## src/rtl/mips_fetch_queue.sv

```systemverilog
// Instruction-fetch stage: owns the fetch PC, issues 1-cycle-latency word reads and
// buffers returned words with their PCs in a FIFO presented over valid/ready.
module mips_fetch_queue #(
   parameter int unsigned DEPTH    = 4,
   parameter logic [31:0] RESET_PC = 32'd0
) (
   input  logic                       clk,
   input  logic                       rst,
   output logic                       imem_req,
   output logic [31:0]                imem_addr,
   input  logic [31:0]                imem_rdata,
   output logic                       inst_valid,
   output logic [31:0]                inst,
   output logic [31:0]                inst_pc,
   input  logic                       inst_ready,
   input  logic                       redirect_valid,
   input  logic [31:0]                redirect_pc,
   output logic [$clog2(DEPTH):0]     fifo_level
);

   localparam int unsigned AW = $clog2(DEPTH);
   localparam int unsigned LW = AW + 1;

   logic [31:0]   fetch_pc_q, fetch_pc_d;
   logic          inflight_q, inflight_d;
   logic [31:0]   inflight_pc_q, inflight_pc_d;
   logic [AW-1:0] rd_ptr_q, rd_ptr_d;
   logic [AW-1:0] wr_ptr_q, wr_ptr_d;
   logic [LW-1:0] level_q, level_d;
   logic [31:0]   mem_inst_q [DEPTH];
   logic [31:0]   mem_pc_q   [DEPTH];

   logic          pop, push;
   logic [LW-1:0] level_after_pop;
   logic [LW:0]   credits_used;

   assign inst_valid = (level_q != '0);
   assign inst       = mem_inst_q[rd_ptr_q];
   assign inst_pc    = mem_pc_q[rd_ptr_q];
   assign fifo_level = level_q;
   assign imem_addr  = {2'b00, fetch_pc_q[31:2]};

   always_comb begin
      pop             = inst_valid && inst_ready;
      // A redirect in the response cycle drops the in-flight word.
      push            = inflight_q && !redirect_valid;
      level_after_pop = level_q - LW'(pop);
      // Issue credit counts the slot freed by a same-cycle pop.
      credits_used    = {1'b0, level_after_pop} + (LW + 1)'(inflight_q);
      imem_req        = !rst && !redirect_valid && (credits_used < (LW + 1)'(DEPTH));
   end

   always_comb begin
      fetch_pc_d    = fetch_pc_q;
      inflight_d    = 1'b0;
      inflight_pc_d = inflight_pc_q;
      rd_ptr_d      = rd_ptr_q + AW'(pop);
      wr_ptr_d      = wr_ptr_q;
      level_d       = level_q;
      if (redirect_valid) begin
         fetch_pc_d = {redirect_pc[31:2], 2'b00};
         wr_ptr_d   = rd_ptr_d;
         level_d    = '0;
      end else begin
         inflight_d = imem_req;
         if (imem_req) begin
            inflight_pc_d = fetch_pc_q;
            fetch_pc_d    = fetch_pc_q + 32'd4;
         end
         wr_ptr_d = wr_ptr_q + AW'(push);
         level_d  = level_q + LW'(push) - LW'(pop);
      end
   end

   always_ff @(posedge clk) begin
      if (rst) begin
         fetch_pc_q    <= RESET_PC;
         inflight_q    <= 1'b0;
         inflight_pc_q <= '0;
         rd_ptr_q      <= '0;
         wr_ptr_q      <= '0;
         level_q       <= '0;
         for (int i = 0; i < int'(DEPTH); i++) begin
            mem_inst_q[i] <= '0;
            mem_pc_q[i]   <= '0;
         end
      end else begin
         fetch_pc_q    <= fetch_pc_d;
         inflight_q    <= inflight_d;
         inflight_pc_q <= inflight_pc_d;
         rd_ptr_q      <= rd_ptr_d;
         wr_ptr_q      <= wr_ptr_d;
         level_q       <= level_d;
         if (push) begin
            mem_inst_q[wr_ptr_q] <= imem_rdata;
            mem_pc_q[wr_ptr_q]   <= inflight_pc_q;
         end
      end
   end

endmodule
```

## config.mk

```make
export PLATFORM = sky130hd
export DESIGN_NAME = mips_fetch_queue
export DESIGN_NICKNAME = d
export VERILOG_FILES = /design/src/rtl/mips_fetch_queue.sv
export SDC_FILE = /design/constraint.sdc
export NUM_CORES = 1
export LEC_CHECK = 0
export BUFFER_PORTS_ARGS = -buffer_cell sky130_fd_sc_hd__buf_4
export CAP_MARGIN = 25
export CORE_UTILIZATION = 41
export DETAILED_ROUTE_END_ITERATION = 16
export SLEW_MARGIN = 10
export SYNTH_ARGS = -nofsm -noshare
export SYNTH_HDL_FRONTEND = slang
export SYNTH_SLANG_ARGS = --single-unit
export TNS_END_PERCENT = 1
```

## constraint.sdc

```tcl
create_clock -name clk -period 8.7 [get_ports clk]
set_clock_uncertainty 0.2 [all_clocks]
set_input_delay 1.305 -clock clk [delete_from_list [all_inputs] [get_ports clk]]
set_output_delay 1.305 -clock clk [all_outputs]
set_load 0.01 [all_outputs]
```

==> summary.txt <==
STA
  • Period utilisation layout: 55.1%
  • Max-Slew Margin vs Limit: 30.8%
  • Final hold viol count: 0
  • FMAX: 208 MHz
  • PnR worst setup slack: between 3000 and 4000 ps
  • Unrepaired setup endpoints after global routing: false
  • Worst-margin pin slew: 1040 ps
  • Slew Limit Fails: 0
  • Setup Total Neg Slack: 0 ps
  • Final setup vio count: 0
  • Final min period: roughly 4800 ps

Place
  • # port buffers: 162
  • Total placed cells including tap cells: 1586
  • Worst slack, placed: 3900 ps
  • GP Congestion: 0.797
  • Post-detail-place hpwl: between 15 and 20 mm

Route
  • Drt via density: 5.37
  • DRT antenna net count: 0
  • WL final: roughly 34 mm
  • Via count: 8848
  • Pre-Repair DR Iteration Count: 7
  • DR iter-0 viols: 648
  • DRC violations left: 0
  • WL/cell: 20.4 um

Power and ir drop
  • Pwr Density: 204 nW/um^2
  • Leak: 6.39 nW
  • VDD IR max: around 0.00011 V

Global route
  • Largest net degree at the start of global routing: between 60 and 70
  • Vias in the first global route: about 9000
  • First-pass GRT wire length: 52.4 mm
  • Grt total ovfl: 0
  • Initial antenna violation count: 0
  • Gr usage total: 19.2%

Setup path
  • Critical Path Sink Type: output port
  • Crit Path Class: in -> out
  • Worst setup path start: inst_ready
  • Worst r2r src: inflight_q
  • R2R cell count: 6
  • Worst EP required: 7190 ps
  • Crit path to: imem_req
  • Crit start category: input pin
  • Critical Path AT: roughly 3300 ps
  • Worst R2R Setup Slack: 5040 ps
  • Reg-to-Reg End: mem_inst_q[0][3]
  • Critical Path Fanout Max: 42

Run status
  • Run status: finished, final reports clean

Layout
  • Share of post-route cells with drive strength above 1: 25.4%
  • # diodes: 0
  • Final nets: roughly 1300
  • Non-filler cells, final: ~1600
  • Synth-to-Final Area Change: 19.4%
  • Fillers: 2962

Job
  • Max-capacitance violation count: 0

Yosys
  • Top_reg_cell synth: edfxtp_1
  • Yosys warns: 0
  • Seq/Total Area, Yosys: roughly 62%
  • Seq cells post-synth: 316
  • Ys async rst share: 0%
  • Mapped Cells: 1042
  • Mean Syn Cell Area: 13.6 sq um
  • Synth cell types: 58
  • Post-synth EDFFs: approximately 250
  • Mapped Area: ~14000 sq um

CTS
  • CTS-repair resized insts: 0
  • Worst-path clk slew: 50 ps
  • Post-CTS setup buffer count: 0
  • Clock Tree Buf Depth: 3
  • Sink Count: 316
  • CTS tree: done
  • CTS Root Buffer Type: clkbuf_16
  • Clock Latency Late Sink: 510 ps
  • H-tree levels: 2
  • Post-CTS Hold Buffers: 0
  • CTS buffer count: 35

Die
  • Number of cell rows: 67
  • Core Box Area: 33700 sq um
  • Die Span Y: 188 um
  • Initial Util: between 40% and 50%
  • DIE AREA: 35200 sq um
  • Ports: 169
  • Die Width: 188 um

Hold path
  • Hold-critical path depth: 2
  • Worst hold path type: reg -> reg
[final cells by class]
class / count / area (sq um) / share of cell area (%)
multi-input combinational: 629 / 4930 / 29.2
clock buffer: 47 / 983 / 5.83
sequential: 316 / 8820 / 52.3
inverter: 18 / 67.6 / 0.401
timing repair buffer: 176 / 1400 / 8.31
clock inverter: 15 / 101 / 0.601
tap: 448 / 561 / 3.32
[synthesized netlist by cell type (all sizes together), types with 6 or more instances]
cell type,n,area share (%)
a211oi,6,0.32
a21oi,35,1.2
a31oi,15,0.66
and2,200,8.9
and3,65,2.9
and4,8,0.50
buf,26,1.1
clkbuf,56,1.5
dfxtp,68,9.6
edfxtp,248,53
ha,7,0.62
inv,17,0.45
mux4,62,9.9
nand2,82,2.2
nand3,11,0.43
nand4,10,0.44
nor2,29,0.84
o221ai,10,0.62
o31ai,7,0.37
or3,6,0.27
or4,8,0.43
xnor2,9,0.69
[report_power, final]
group / switching [mW] / internal (mW) / leakage [nW]
registers: 0.0473 / 1.69 / 3.12
logic: 0.157 / 0.136 / 2.74
clock network: 0.584 / 0.823 / 0.526
total: 0.788 / 2.65 / 6.39
[metal layers]
metal  up-vias  global-route usage [%]  share of wire (%)
li1       4145                       -                  -
met1      4370                    26.8                 45
met4         0                    4.41                1.8
met5         -                       0                  0
met2       285                    31.5                 48
met3        48                    3.05                5.3
[logic make-up (layout without fill, tap and decap cells)]
group | Yosys count | in the layout | synth area share, %
and+or+nand+nor | 442 | 442 | 18.0
buffers and inverters | 100 | 256 | 3.09
muxes | 63 | 63 | 9.96
DFF | 316 | 316 | 62.4
xor gates and xnor gates | 12 | 12 | 0.930
AOI/OAI and AO/OA | 100 | 100 | 4.89
other | 1 | 4 | 0.0265
adders and majority gates | 8 | 8 | 0.762
[cells in the final DEF (no fill, tap or decap), types with 10 or more instances in the layout]
cell,count
nand4_1,10
buf_4,172
a31oi_1,15
clkbuf_16,37
o221ai_1,10
mux4_2,62
and2_1,200
and3_1,65
nand3_1,10
inv_1,16
a21oi_1,35
nor2_1,27
nand2_1,81
dfxtp_1,65
edfxtp_1,248
[worst max-delay path, stage by stage]
cell and delay (ps):
buf_4 120, and2_1 160, ha_1 200, ha_1 290, or3b_1 290, nand3_2 140
inv_2 540, buf_4 240
[through the flow]
| stage | util [%] | hold slack [ps] | power [mW] | instance area, sq um |
|---|---|---|---|---|
| 2_1_floorplan | - | 257 | 1.92 | 14100 |
| 3_3_place_gp | 46.5 | 279 | 2.06 | 15700 |
| 3_5_place_dp | 46.7 | 285 | 2.07 | 15700 |
| 4_1_cts | 50.0 | 292 | 3.47 | 16800 |
| 5_1_grt | 50.0 | 313 | 3.56 | 16900 |
| 6_report | 50.0 | 289 | 3.44 | 16900 |
[state kept, by name, indices dropped and copies added (netlist names)]
register and flops:
mem_inst_q 128, fifo_level 3, fetch_pc_q 30, wr_ptr_q 2
mem_pc_q 120, inflight_q 1, rd_ptr_q 2, inflight_pc_q 30
[how the worst min path moves through the flow]
stage / slack (ps) / end / startpoint
final: 290 / inflight_pc_q[9] / inflight_pc_q[9]
after global placement: 280 / inflight_pc_q[10] / inflight_pc_q[10]
after detailed placement: 280 / inflight_pc_q[21] / inflight_pc_q[21]
after floorplan: 260 / inflight_pc_q[10] / inflight_pc_q[10]
after global routing: 310 / inflight_pc_q[29] / inflight_pc_q[29]
after CTS: 290 / inflight_pc_q[21] / inflight_pc_q[21]
(Power assumes the default switching activity.)
